[config.mk]
export PLATFORM = sky130hd
export DESIGN_NAME = pa_mem_arbiter
export DESIGN_NICKNAME = d
export VERILOG_FILES = /design/src/rtl/pa_pkg.sv /design/src/rtl/pa_rr_picker.sv /design/src/rtl/pa_mem_arbiter.sv
export SDC_FILE = /design/constraint.sdc
export NUM_CORES = 1
export LEC_CHECK = 0
export ABC_AREA = 1
export CORE_AREA = 2 2 130 132
export DETAILED_ROUTE_END_ITERATION = 8
export DIE_AREA = 0 0 132 134
export GPL_ROUTABILITY_DRIVEN = 0
export PLACE_DENSITY = 0.86
export SYNTH_ARGS = -nofsm -noshare
export SYNTH_HDL_FRONTEND = slang
export SYNTH_SLANG_ARGS = --single-unit
[constraint.sdc]
create_clock -name clk_i -period 2.1 [get_ports clk_i]
set_input_delay 0.21 -clock clk_i [delete_from_list [all_inputs] [get_ports clk_i]]
set_output_delay 0.21 -clock clk_i [all_outputs]
set_load 0.01 [all_outputs]
[src/rtl/pa_pkg.sv]
// Shared types and constants for the PA memory arbiter slice.
// Build option: PA_MEM_ARB_RR_EN selects round-robin arbitration (default fixed priority).
package pa_pkg;

  localparam int unsigned PHY_ADDR_LEN = 32;
  localparam int unsigned XLEN         = 32;

  // Memory request payload as seen on the memory side
  typedef struct packed {
    logic                    valid;
    logic                    we;
    logic [PHY_ADDR_LEN-1:0] addr;
    logic [XLEN-1:0]         wdata;
  } mem_req_t;

  // Memory response payload
  typedef struct packed {
    logic            valid;
    logic [XLEN-1:0] rdata;
  } mem_resp_t;

  // Arbiter transaction phases
  typedef enum logic [1:0] {
    IDLE  = 2'd0,
    ISSUE = 2'd1,
    WAIT  = 2'd2
  } arb_state_t;

  // Width of a channel index; never narrower than one bit
  function automatic int unsigned idx_width(input int unsigned n);
    return (n > 1) ? $clog2(n) : 1;
  endfunction

endpackage

[src/rtl/pa_rr_picker.sv]
// Rotating priority picker: first requesting channel at or after i_start wins.
// Passing i_start = 0 gives plain lowest-index-first priority.
module pa_rr_picker
  import pa_pkg::*;
#(
  parameter int unsigned NUM_CH = 3,
  parameter int unsigned IDX_W  = idx_width(NUM_CH)
) (
  input  logic [NUM_CH-1:0] i_req,
  input  logic [IDX_W-1:0]  i_start,
  output logic [NUM_CH-1:0] o_gnt_c,
  output logic [IDX_W-1:0]  o_idx_c,
  output logic              o_any_c
);

  localparam int unsigned SUM_W = IDX_W + 1;

  logic [NUM_CH-1:0] w_req_rot;
  logic [SUM_W-1:0]  w_sum;

  // Rotate the request vector so bit 0 is the start channel
  always_comb begin
    w_req_rot = NUM_CH'({i_req, i_req} >> i_start);
  end

  // First set bit of the rotated vector wins; map it back to a channel number
  always_comb begin
    o_any_c = 1'b0;
    o_idx_c = '0;
    w_sum   = '0;
    for (int unsigned k = 0; k < NUM_CH; k++) begin
      if (!o_any_c && w_req_rot[k]) begin
        o_any_c = 1'b1;
        w_sum   = SUM_W'(i_start) + SUM_W'(k);
        if (w_sum >= SUM_W'(NUM_CH)) begin
          w_sum = w_sum - SUM_W'(NUM_CH);
        end
        o_idx_c = IDX_W'(w_sum);
      end
    end
  end

  // One-hot form of the winning channel
  always_comb begin
    o_gnt_c = '0;
    if (o_any_c) begin
      o_gnt_c = NUM_CH'(1) << o_idx_c;
    end
  end

endmodule

[src/rtl/pa_mem_arbiter.sv]
// Multi-channel arbiter in front of a single-outstanding memory port.
// Build option: PA_MEM_ARB_RR_EN enables round-robin arbitration; without it
// the lowest requesting channel always wins and no rotation pointer exists.
module pa_mem_arbiter
  import pa_pkg::*;
#(
  parameter int unsigned NUM_CH = 3,
  parameter int unsigned ADDR_W = PHY_ADDR_LEN,
  parameter int unsigned DATA_W = XLEN
) (
  input  logic                           clk_i,
  input  logic                           rstn_i,
  input  logic [NUM_CH-1:0]              ch_req_valid_i,
  input  logic [NUM_CH-1:0]              ch_req_we_i,
  input  logic [NUM_CH-1:0][ADDR_W-1:0]  ch_req_addr_i,
  input  logic [NUM_CH-1:0][DATA_W-1:0]  ch_req_wdata_i,
  output logic [NUM_CH-1:0]              ch_resp_valid_o,
  output logic [DATA_W-1:0]              ch_resp_rdata_o,
  output logic                           mem_req_valid_o,
  input  logic                           mem_req_ready_i,
  output logic                           mem_req_we_o,
  output logic [ADDR_W-1:0]              mem_req_addr_o,
  output logic [DATA_W-1:0]              mem_req_wdata_o,
  input  logic                           mem_resp_valid_i,
  input  logic [DATA_W-1:0]              mem_resp_rdata_i
);

  localparam int unsigned IDX_W = idx_width(NUM_CH);

  arb_state_t          r_state;
  arb_state_t          w_state_nxt;
  logic [IDX_W-1:0]    r_grant_idx;
  logic [IDX_W-1:0]    w_grant_idx_nxt;
  logic                r_we;
  logic                w_we_nxt;
  logic [ADDR_W-1:0]   r_addr;
  logic [ADDR_W-1:0]   w_addr_nxt;
  logic [DATA_W-1:0]   r_wdata;
  logic [DATA_W-1:0]   w_wdata_nxt;
  logic                r_req_valid;
  logic                w_req_valid_nxt;
  logic [NUM_CH-1:0]   r_resp_valid;
  logic [NUM_CH-1:0]   w_resp_valid_nxt;
  logic [DATA_W-1:0]   r_resp_rdata;
  logic [DATA_W-1:0]   w_resp_rdata_nxt;

  logic [IDX_W-1:0]    w_pick_start;
  logic [NUM_CH-1:0]   w_pick_gnt;
  logic [IDX_W-1:0]    w_pick_idx;
  logic                w_pick_any;

`ifdef PA_MEM_ARB_RR_EN
  logic [IDX_W-1:0]    r_rr_ptr;
  logic [IDX_W-1:0]    w_rr_ptr_nxt;

  // Search begins just after the most recently granted channel
  always_comb begin
    w_pick_start = r_rr_ptr;
  end
`else
  // Fixed priority: search always begins at channel 0
  always_comb begin
    w_pick_start = '0;
  end
`endif

  pa_rr_picker #(
    .NUM_CH (NUM_CH),
    .IDX_W  (IDX_W)
  ) u_picker (
    .i_req   (ch_req_valid_i),
    .i_start (w_pick_start),
    .o_gnt_c (w_pick_gnt),
    .o_idx_c (w_pick_idx),
    .o_any_c (w_pick_any)
  );

  // Next-state and registered-output logic for one transaction at a time
  always_comb begin
    w_state_nxt      = r_state;
    w_grant_idx_nxt  = r_grant_idx;
    w_we_nxt         = r_we;
    w_addr_nxt       = r_addr;
    w_wdata_nxt      = r_wdata;
    w_req_valid_nxt  = 1'b0;
    w_resp_valid_nxt = '0;
    w_resp_rdata_nxt = r_resp_rdata;
`ifdef PA_MEM_ARB_RR_EN
    w_rr_ptr_nxt     = r_rr_ptr;
`endif
    case (r_state)
      IDLE: begin
        if (w_pick_any) begin
          w_state_nxt     = ISSUE;
          w_req_valid_nxt = 1'b1;
          w_grant_idx_nxt = w_pick_idx;
          for (int unsigned c = 0; c < NUM_CH; c++) begin
            if (w_pick_gnt[c]) begin
              w_we_nxt    = ch_req_we_i[c];
              w_addr_nxt  = ch_req_addr_i[c];
              w_wdata_nxt = ch_req_wdata_i[c];
            end
          end
`ifdef PA_MEM_ARB_RR_EN
          w_rr_ptr_nxt = (w_pick_idx == IDX_W'(NUM_CH - 1)) ? '0 : w_pick_idx + IDX_W'(1);
`endif
        end
      end
      ISSUE: begin
        if (mem_req_ready_i) begin
          w_state_nxt = WAIT;
        end else begin
          w_req_valid_nxt = 1'b1;
        end
      end
      WAIT: begin
        if (mem_resp_valid_i) begin
          w_state_nxt      = IDLE;
          w_resp_valid_nxt = NUM_CH'(1) << r_grant_idx;
          w_resp_rdata_nxt = mem_resp_rdata_i;
        end
      end
      default: begin
        w_state_nxt = IDLE;
      end
    endcase
  end

  // State and payload registers with synchronous active-low reset
  always_ff @(posedge clk_i) begin
    if (!rstn_i) begin
      r_state      <= IDLE;
      r_grant_idx  <= '0;
      r_we         <= 1'b0;
      r_addr       <= '0;
      r_wdata      <= '0;
      r_req_valid  <= 1'b0;
      r_resp_valid <= '0;
      r_resp_rdata <= '0;
`ifdef PA_MEM_ARB_RR_EN
      r_rr_ptr     <= '0;
`endif
    end else begin
      r_state      <= w_state_nxt;
      r_grant_idx  <= w_grant_idx_nxt;
      r_we         <= w_we_nxt;
      r_addr       <= w_addr_nxt;
      r_wdata      <= w_wdata_nxt;
      r_req_valid  <= w_req_valid_nxt;
      r_resp_valid <= w_resp_valid_nxt;
      r_resp_rdata <= w_resp_rdata_nxt;
`ifdef PA_MEM_ARB_RR_EN
      r_rr_ptr     <= w_rr_ptr_nxt;
`endif
    end
  end

  assign mem_req_valid_o = r_req_valid;
  assign mem_req_we_o    = r_we;
  assign mem_req_addr_o  = r_addr;
  assign mem_req_wdata_o = r_wdata;
  assign ch_resp_valid_o = r_resp_valid;
  assign ch_resp_rdata_o = r_resp_rdata;

endmodule

==> summary.md <==
| Metric | Value |
|---|---|
| Chip Height | `134 um` |
| Commonest cells post-synth | `299 x inv_1, 267 x nand2_1, 135 x nor2_1` |
| Final setup viols | `0` |
| DR vias/cell | `4.38` |
| Unrepaired setup endpoints after global routing | `false` |
| Syn nets | `1308` |
| Leading area contributor after synthesis | `dfxtp_1` |
| Avg Inst Size Synth | `5.66 sq um` |
| #FFs+latches synth | `105` |
| VDD IR max | `366 uV` |
| Main synth FF type | `dfxtp_1` |
| Crit path max-delay family | `buffers and inverters` |
| Setup_tns | `0 ns` |
| Post-route DRC | `0` |
| Fill cells | `1451` |
| Die Width | `132 um` |
| Die area | `17700 sq um` |
| Yosys Warn Count | `0` |
| Post-synth top area share | `0.346` |
| Largest stage delay, worst path | `0.50 ns` |
| Crit-path cells | `clkdlybuf4s50_1, nor2_2, nand2_1, nand2_4, buf_12, nor2_1, a21oi_1` |
| Initial DRC count | `297` |
| DRT Wirelength | `19.6 mm` |
| DP Worst Slack | `0.279 ns` |
| Layout area overhead | `63.2%` |
| CTS Buf Count | `9` |
| Largest net degree at the start of global routing | `75` |
| Cell variety after synth | `17` |
| First-pass GRT wire length | `31.4 mm` |
| Outcome | `completed` |
| CTS tree | `done` |
| Count leader, synth | `inv_1` |
| Fraction of layout cells with a size suffix above 1 | `0.0247` |
| Initial antenna violation count | `1` |
| WHS | `0.287 ns` |
| Pwr Total | `5.85 mW` |
| Fin crit period | `1.50 ns` |
| Mapped cell area | `6080 sq um` |
| Sequential-to-total area share from yosys stat | `0.346` |
| Hold crit path type | `input pin to register` |
| Setup crit start | `ch_req_valid_i[0]` |
| LEAKAGE | `5.00 nW` |
| Post-route ant nets | `0` |
| Diodes inserted | `0` |
| Slew Viols, Final | `0` |
| CP Class | `input pin to register` |
| CP Capture Type | `register` |
| P per Cell Area | `590 nW/um^2` |
| Tightest Pin Transition | `0.376 ns` |
| Final nets | `1603` |
| Routed WL per cell | `12.3 um` |
| Worst Skew | `0.0137 ns` |
| Pre-antenna DRT Iters | `5` |
| Final non-filler cell total | `1594` |
| I/O pin cnt | `335` |
| Startpoint types | `input pin` |
| Hold-fix buffers at CTS | `0` |
| Critical path data required time | `2.38 ns` |
| Worst-path maximum fanout | `72` |
| Top cells by area, synth | `dfxtp_1 35%, inv_1 18%, nand2_1 16%, a21oi_1 8.4%, nor2_1 8.3%` |
| Dpl cell area | `9610 sq um` |
| Core Area | `16300 sq um` |
| Via count | `6979` |
| Buffers on Ports | `334` |
| Clock transition at path regs | `0.09 ns` |
| Detailed placer's ending HPWL | `14.9 mm` |
| Post-CTS setup buffer count | `0` |
| Final worst slack | `0.600 ns` |
| Clock Tree Buf Depth | `2` |
| Slew headroom | `0.750` |
| Post-synth EDFFs | `0` |
| CTS resizes | `0` |
| Grt ovf | `0` |
| Clk sinks | `105` |
| Async SR Flop Fraction | `0` |
| Util after Layout | `0.609` |
| CTS root buf | `clkbuf_16` |
| Initial Util | `0.373` |
| Final instance area | `9920 sq um` |
| Peak Freq | `667 MHz` |
| Mapped Cells | `1074` |
| MaxCap Viol Count | `0` |
| Vias in the first global route | `6598` |
| Period utilization | `0.714` |
| Std cell rows | `47` |
| CP arrival | `1.78 ns` |
| Global-route usage over all layers | `0.216` |
| Crit Reg-Reg Startpoint | `r_state[1]` |
| Placed Instances | `1578` |
| HP Start | `rstn_i` |
| H-tree Lvls | `3` |
| Final Hold Viols | `0` |
| Slowest cell on the critical path | `clkdlybuf4s50_1` |
| Worst skew pair latency | `0.35 ns` |
| Worst path bufs/invs | `2` |
-- state kept, by name (all words and copies together) (netlist names) --
| signal | cells |
|---|---|
| ch_resp_rdata_o | 32 |
| ch_resp_valid_o | 3 |
| mem_req_addr_o | 32 |
| mem_req_valid_o | 1 |
| mem_req_wdata_o | 32 |
| mem_req_we_o | 1 |
| r_grant_idx | 2 |
| r_state | 2 |
-- cells by family after synthesis --
| family | synth area share |
|---|---|
| simple gates | 0.310 |
| flops | 0.346 |
| buf+inv | 0.234 |
| compound gates | 0.110 |
-- worst min-delay path, stage by stage --
cell and delay [ns]:
buf_2 0.22, o21ai_1 0.12, a21oi_1 0.05
-- final cells by class --
cell class | instances | area [sq um] | share of cell area
multi-input combinational | 609 | 2580 | 0.260
tap | 220 | 275 | 0.0278
timing repair buffer | 344 | 3530 | 0.356
sequential | 105 | 2100 | 0.212
clock buffer | 9 | 225 | 0.0227
inverter | 300 | 1130 | 0.114
clock inverter | 7 | 80.1 | 0.00808
-- report_power, final --
| part | switching, mW | internal [mW] | total (mW) |
|---|---|---|---|
| combinational | 0.840 | 1.01 | 1.85 |
| sequential | 0.101 | 2.18 | 2.29 |
| clock | 0.864 | 0.852 | 1.72 |
| total | 1.80 | 4.04 | 5.85 |
-- per-layer routing --
layer / vias up / global-route usage / routed length [um]
met1: 3006 / 0.233 / 7580
met3: 44 / 0.0616 / 1540
met5: - / 0 / 13
li1: 3680 / - / -
met4: 2 / 0.0833 / 600
met2: 247 / 0.400 / 9910
-- placed cells by master, fill, tap and decap left out, types with 2 or more instances in the layout --
cell type	count
a21oi_1	102
buf_12	9
clkbuf_16	9
clkdlybuf4s50_1	333
clkinv_8	2
dfxtp_1	105
inv_1	299
inv_6	2
inv_8	2
nand2_1	265
nand2_4	2
nand3_1	67
nand3b_1	2
nor2_1	134
o21ai_0	22
o21ai_1	10
-- path summary, 6_finish.rpt --
kind | end | slack, ns | cells after the start
max | mem_req_addr_o[31] | 0.60 | 7
min | ch_resp_rdata_o[17] | 0.29 | 3
max reg2reg | mem_req_addr_o[31] | 0.75 | 6
min reg2reg | ch_resp_rdata_o[31] | 0.45 | 2
(Power assumes the default switching activity.)
